--- config.mk ---
export PLATFORM = sky130hd
export DESIGN_NAME = regfile_decoded_flat
export DESIGN_NICKNAME = d
export VERILOG_FILES = /design/src/rtl/regfile_pkg.sv /design/src/rtl/regfile_decoded_if.sv /design/src/rtl/regfile_decoded_decoder.sv /design/src/rtl/regfile_decoded.sv /design/src/flat_wrapper.sv
export SDC_FILE = /design/constraint.sdc
export NUM_CORES = 2
export LEC_CHECK = 0
export CAP_MARGIN = 20
export CORE_MARGIN = 1
export CORE_UTILIZATION = 37
export CTS_CLUSTER_SIZE = 25
export DETAILED_ROUTE_END_ITERATION = 8
export GPL_ROUTABILITY_DRIVEN = 0
export GPL_TIMING_DRIVEN = 1
export HOLD_SLACK_MARGIN = 0.15
export SYNTH_ARGS = -nofsm -noshare
export SYNTH_HDL_FRONTEND = slang
export SYNTH_HIERARCHICAL = 1
export SYNTH_SLANG_ARGS = --single-unit
--- constraint.sdc ---
create_clock -name CLK -period 4 [get_ports CLK]
set_input_delay 0.8 -clock CLK [delete_from_list [all_inputs] [get_ports CLK]]
set_output_delay 0.8 -clock CLK [all_outputs]
set_load 0.01 [all_outputs]
--- src/rtl/regfile_pkg.sv ---
// Shared constants for the decoded register file: default geometry and the
// index of the hardwired zero register.
package regfile_pkg;
   localparam int RF_WIDTH     = 32;
   localparam int RF_ADDR_BITS = 5;
   localparam int RF_NUM_RD    = 2;
   localparam int RF_ZERO_IDX  = 0;
endpackage

--- src/rtl/regfile_decoded_if.sv ---
// Register-file bus: one write port plus NUM_RD registered read ports.
// Handshake: no back-pressure; RE[p] sampled at an edge yields RVALID[p]=1 for the following cycle.
interface regfile_decoded_if
   import regfile_pkg::*;
#(
   parameter int WIDTH     = RF_WIDTH,
   parameter int ADDR_BITS = RF_ADDR_BITS,
   parameter int NUM_RD    = RF_NUM_RD
);
   logic                        WE;
   logic [ADDR_BITS-1:0]        WADDR;
   logic [WIDTH-1:0]            WDATA;
   logic [NUM_RD-1:0]           RE;
   logic [NUM_RD*ADDR_BITS-1:0] RADDR;
   logic [NUM_RD*WIDTH-1:0]     RDATA;
   logic [NUM_RD-1:0]           RVALID;

   modport master (
      output WE, WADDR, WDATA, RE, RADDR,
      input  RDATA, RVALID
   );

   modport slave (
      input  WE, WADDR, WDATA, RE, RADDR,
      output RDATA, RVALID
   );
endinterface

--- src/rtl/regfile_decoded_decoder.sv ---
// Generic N-to-2**N one-hot decoder with a global enable.
module onehot_decoder #(
   parameter int N = 5
) (
   input  logic [N-1:0]    SELECT,
   input  logic            EN,
   output logic [2**N-1:0] OUT
);
   always_comb begin
      OUT = '0;
      for (int i = 0; i < 2**N; i++) begin
         OUT[i] = EN && (SELECT == N'(i));
      end
   end
endmodule

--- src/rtl/regfile_decoded.sv ---
// Register file: one decoded write port, NUM_RD registered read ports, register 0 reads as zero.
// Optional same-edge write-to-read forwarding when REGFILE_BYPASS_EN is defined.
module regfile_decoded
   import regfile_pkg::*;
#(
   parameter int WIDTH     = RF_WIDTH,
   parameter int ADDR_BITS = RF_ADDR_BITS,
   parameter int NUM_RD    = RF_NUM_RD
) (
   input logic               CLK,
   input logic               RST_N,
   regfile_decoded_if.slave  bus
);
   localparam int DEPTH = 1 << ADDR_BITS;

   logic [DEPTH-1:0] wsel;
   logic [WIDTH-1:0] regs_q [DEPTH];
   logic [WIDTH-1:0] regs_d [DEPTH];
   logic [NUM_RD*WIDTH-1:0] rdata_all;
   logic [NUM_RD-1:0]       rvalid_all;

   onehot_decoder #(.N(ADDR_BITS)) u_wdec (
      .SELECT (bus.WADDR),
      .EN     (bus.WE),
      .OUT    (wsel)
   );

   // Slot 0 is never loaded, so it stays at its reset value of zero.
   always_comb begin
      for (int i = 0; i < DEPTH; i++) begin
         regs_d[i] = regs_q[i];
         if (wsel[i] && (i != RF_ZERO_IDX)) begin
            regs_d[i] = bus.WDATA;
         end
      end
   end

   always_ff @(posedge CLK or negedge RST_N) begin
      if (!RST_N) begin
         for (int i = 0; i < DEPTH; i++) regs_q[i] <= '0;
      end else begin
         for (int i = 0; i < DEPTH; i++) regs_q[i] <= regs_d[i];
      end
   end

   for (genvar p = 0; p < NUM_RD; p++) begin : g_rd
      logic [ADDR_BITS-1:0] raddr;
      logic [WIDTH-1:0]     rd_word;
      logic [WIDTH-1:0]     rdata_d, rdata_q;
      logic                 rvalid_d, rvalid_q;

      assign raddr = bus.RADDR[p*ADDR_BITS +: ADDR_BITS];

      always_comb begin
         rd_word = regs_q[raddr];
`ifdef REGFILE_BYPASS_EN
         if (bus.WE && (bus.WADDR == raddr)) rd_word = bus.WDATA;
`endif
         if (raddr == ADDR_BITS'(RF_ZERO_IDX)) rd_word = '0;
         rdata_d  = bus.RE[p] ? rd_word : rdata_q;
         rvalid_d = bus.RE[p];
      end

      always_ff @(posedge CLK or negedge RST_N) begin
         if (!RST_N) begin
            rdata_q  <= '0;
            rvalid_q <= 1'b0;
         end else begin
            rdata_q  <= rdata_d;
            rvalid_q <= rvalid_d;
         end
      end

      assign rdata_all[p*WIDTH +: WIDTH] = rdata_q;
      assign rvalid_all[p]               = rvalid_q;
   end

   assign bus.RDATA  = rdata_all;
   assign bus.RVALID = rvalid_all;
endmodule

--- src/flat_wrapper.sv ---
// flat-port wrapper written by rule: the top's interface ports become plain ports
module regfile_decoded_flat import regfile_pkg::*;
#(
   parameter int WIDTH     = RF_WIDTH,
   parameter int ADDR_BITS = RF_ADDR_BITS,
   parameter int NUM_RD    = RF_NUM_RD
)
  (CLK, RST_N, bus_WE, bus_WADDR, bus_WDATA, bus_RE, bus_RADDR, bus_RDATA, bus_RVALID);
  regfile_decoded_if #(.WIDTH(WIDTH), .ADDR_BITS(ADDR_BITS), .NUM_RD(NUM_RD)) bus_i ();
  input logic CLK;
  input logic RST_N;
  input wire logic [$bits(bus_i.WE)-1:0] bus_WE;
  input wire logic [$bits(bus_i.WADDR)-1:0] bus_WADDR;
  input wire logic [$bits(bus_i.WDATA)-1:0] bus_WDATA;
  input wire logic [$bits(bus_i.RE)-1:0] bus_RE;
  input wire logic [$bits(bus_i.RADDR)-1:0] bus_RADDR;
  output wire logic [$bits(bus_i.RDATA)-1:0] bus_RDATA;
  output wire logic [$bits(bus_i.RVALID)-1:0] bus_RVALID;
  assign bus_i.WE = bus_WE;
  assign bus_i.WADDR = bus_WADDR;
  assign bus_i.WDATA = bus_WDATA;
  assign bus_i.RE = bus_RE;
  assign bus_i.RADDR = bus_RADDR;
  assign bus_RDATA = bus_i.RDATA;
  assign bus_RVALID = bus_i.RVALID;
  regfile_decoded #(.WIDTH(WIDTH), .ADDR_BITS(ADDR_BITS), .NUM_RD(NUM_RD)) u_core (.CLK(CLK), .RST_N(RST_N), .bus(bus_i));
endmodule
== Word-level counts from Yosys, hierarchy flattened ==
Cells that the tools add are included.
Cells by class
  order comparisons: 2
  eq/ne operators: 31
  multiplexer cells: 8
  bitwise logic cells: 2
  reductions and logical operators: 33
Operators with widths (count)
  $bmux W32 S5: 2
  $mux W32: 6
  $eq A5 B5 Y1 const B: 16
  $eq A5 B4 Y1 const B: 8
  $logic_and A1 B1 Y1: 31
  $eq A5 B3 Y1 const B: 4
  $ge A6 B6 Y1 const B: 2
  $not A5 Y6: 2
  $eq A5 B2 Y1 const B: 2
  $logic_not A5 Y1: 2
  $eq A5 B1 Y1 const B: 1
Word-level totals
  register bits: 1058
  bits of input ports: 52
  output and inout port bits: 66
  word-level logic and storage cells: 111

== Logic depth before layout (Yosys ltp) ==
  depth after elaboration: 5
  gate-level depth with buffers: 10
  gate-level depth less buffers: 5

== Cells and area by module ==
The synthesis kept the hierarchy.
By module, submodules not included
  regfile_decoded: times used 1, cells an instance 3660, area an instance 54985.2 sq um, seq. area each 26475.4 sq um
  onehot_decoder: times used 1, cells an instance 47, area an instance 230.2 sq um, seq. area each 0.0 sq um

== Least setup slack after synthesis ==
No wires, ideal clock.
  path kind: input to register
  from: in bus_RADDR[6]
  to: reg u_core.g_rd[1].rdata_q[0]
  setup time: 0.126 ns
  data arrival time: 2.610 ns
  data required time: 3.874 ns
  path slack: 1.264 ns
  stages on the path: 6
  path buffers: 3
  cell sequence: buf_2 buf_2 buf_1 mux4_2 mux4_2 a221o_1
Between the ends
  word-level cells in the longest chain between the ends: 5
  elaborated cells on any way between the ends: 6
  classes of those cells: 4 x mux; 1 x bitwise; 1 x reduce/logical
RTL lines
  start, declared: RTL line flat_wrapper.sv:16  | input wire logic [$bits(bus_i.RADDR)-1:0] bus_RADDR;
  $not A5 Y6 (implied by the code): RTL line regfile_decoded.sv:55  | rd_word = regs_q[raddr];
  $bmux W32 S5: RTL line regfile_decoded.sv:55
  $mux W32 (implied by the code) (2 in a row): RTL line regfile_decoded.sv:55
  $mux W32 (*): RTL line regfile_decoded.sv:59  | if (raddr == ADDR_BITS'(RF_ZERO_IDX)) rd_word = '0;
  end signal, assigned: RTL line regfile_decoded.sv:69  | rdata_q <= rdata_d;
  end, declared: RTL line regfile_decoded.sv:49  | logic [WIDTH-1:0] rdata_d, rdata_q;
Mark *: on every way between the ends. The rest lies on a longest branch, timed or not. The select of a mux whose other input is x is not followed.
A chain may end at the register's enable or synchronous reset.

== Worst setup path after layout ==
  from: reg u_core.g_rd[1].rdata_q[14]
  to: out bus_RDATA[46]
RTL lines
  end, declared: RTL line flat_wrapper.sv:17  | output wire logic [$bits(bus_i.RDATA)-1:0] bus_RDATA;
No word-level cell between the ends.

==> summary.txt <==
Outcome
  • Outcome: complete, no violations

Finish
  • Final nets: 3735
  • Commonest non-fill, non-tap cells in the layout: mux2_2, dfrtp_1, mux4_2
  • Fraction of layout cells with a size suffix above 1: 50.96%
  • Final cell count without fillers: 5700
  • Layout area overhead: 14.56%

Clock network
  • H-tree levels: 3
  • Root Buffer: clkbuf_16
  • CTS Buffer Depth: 3
  • Num CTS Buffers: 110
  • CTS tree: built
  • Reg clk slew, reported paths: 0.06 ns
  • Post-CTS Setup Inserts: 0
  • Clock Sinks: 1058
  • Worst-skew pair later-pin latency: 0.73 ns

GRT
  • GRT Total Usage: 24.47%
  • First-pass GRT wire length: 268600 um
  • GR Overflow Total: 0
  • Vias in the first global route: 36210
  • Antenna violations before repair: 10
  • Largest net degree at the start of global routing: 132

Detailed routing
  • Post-route antenna net violation count: 0
  • DR WL/cell: 32.17 um
  • Via count: 35390
  • DR pass1 iterations: 6
  • Post-route DRC: 0
  • Post-Route WL: 183400 um
  • Starting DRT DRC Count: 3372
  • Vias/cell: 6.208

Timing
  • Max Clk Rate: 0.3652 GHz
  • Final critical-path required period: 2.738 ns
  • RSZ-0062 raised after global routing: no
  • Setup total negative slack: 0 ns
  • Min setup slack post-route: 1.262 ns
  • Clk_skew: 0.02549 ns
  • Final Cycle Share: 68.45%
  • Worst slew pin tran: 1.103 ns
  • Hold_ws: 0.5218 ns
  • Final setup viols: 0
  • Max transition margin: 26.22%
  • Fin. max-slew vios: 0
  • Final hold violations: 0

Power
  • Peak VDD IR: 355.7 uV
  • Cell-internal power: 0.02278 W
  • Static Leakage: 26.29 nW
  • Pwr Density: 496.4 nW/um2
  • Sequential share of power: 46.0%
  • Comb pwr share: 20.7%
  • Sw power: 0.008616 W
  • Clock power frac: 33.3%
  • Sw Share: 27.44%

Yosys
  • Mapped cell area: 55210 um2
  • Post-synthesis average cell area: 14.90 um2
  • Post-Synthesis Cells: 3706
  • Syn Nets: 3758
  • Synthesis Warnings: 6

Floorplanning
  • Die Wd: 388.3 um
  • Core ar.: 147800 um2
  • Chip height: 388.3 um
  • Initial Utilization: 37.35%
  • FP Rows: 141
  • Die area: 150800 um2
  • # IOs: 118

Worst setup path
  • Worst Setup Start Kind: flip-flop
  • Slowest stage delay, CP: 0.62 ns
  • Critical Path RT: 3.20 ns
  • Slowest CP cell: clkdlybuf4s50_1
  • Buf/Inv on CP: 1
  • Worst EP arrival: 1.94 ns
  • Maximum net fanout on the critical path: 2
  • Crit. End Element: output pin
  • Worst setup path class: flip-flop to output pin
  • Delay-heaviest family, CP: buffers and inverters
  • Crit path cell chain: clkdlybuf4s50_1

Place
  • Place WS: 0.7207 ns
  • Dpl hpwl: 105000 um
  • Placed cell count: 5486
  • Number of port buffers: 117

Job
  • Max-Cap Viols: 0

Worst hold path
  • Class of the worst hold path: flip-flop to flip-flop
==> area by class of cell <==
type                    instances  area [um2]
flip-flops and latches       1058       26480
clock buffers                 168        3274
multi-input cells            2202       27100
well taps                    1930        2415
repair buffers                292        3588
diodes                          2       5.005
clock inverters                29       317.8
inverters                      19       71.32
fillers                     13270       84590
==> repair_timing <==
| action | in CTS | in global routing |
|---|---|---|
| resized for setup | 0 | 0 |
| endpoints found under the hold margin | 42 | 0 |
| hold buffers | 1 | 0 |
==> power groups by stage <==
stage               combinational, W  clock, W  sequential, W
detailed placement           0.00645         0         0.0146
global placement             0.00634         0         0.0145
finish                       0.00650    0.0105         0.0144
floorplan                    0.00473         0         0.0140
global route                 0.00695    0.0110         0.0147
CTS                          0.00648    0.0106         0.0144
==> final timing paths <==
path                       cells after the start  slack, ns                        from                    endpoint
max in group asynchronous                      3       2.13                       RST_N          u_core/regs_q[315]
min reg2reg                                    1       0.52           u_core/regs_q[78]           u_core/regs_q[78]
min                                            1       0.52           u_core/regs_q[78]           u_core/regs_q[78]
max reg2reg                                    5       2.09          u_core/regs_q[408]  u_core/g_rd[0].rdata_q[24]
min in group asynchronous                      2       0.61                       RST_N          u_core/regs_q[202]
max                                            1       1.26  u_core/g_rd[1].rdata_q[14]               bus_RDATA[46]
==> flip-flops by register name, summed over array words and instances, names as in the netlist <==
| register | count |
|---|---|
| u_core/g_rd.rdata_q | 64 |
| u_core/g_rd.rvalid_q | 2 |
| u_core/regs_q | 992 |
==> per-stage QoR <==
step	total power [W]	util [%]	cell area, um2
after global routing	0.03271	42.78	63250
after detailed placement	0.02102	40.11	59290
final	0.03140	42.78	63250
after floorplan	0.01872	-	55210
after CTS	0.03149	42.54	62890
after global placement	0.02082	40.11	59290
==> layer usage <==
layer	routed length [um]	global-route usage, %	vias to the layer above
met5	49	0	-
met2	83670	37.05	1356
met4	5596	7.876	10
li1	-	-	14230
met1	81070	35.54	19500
met3	12990	4.392	288
Power figures use the tool's default switching activity.
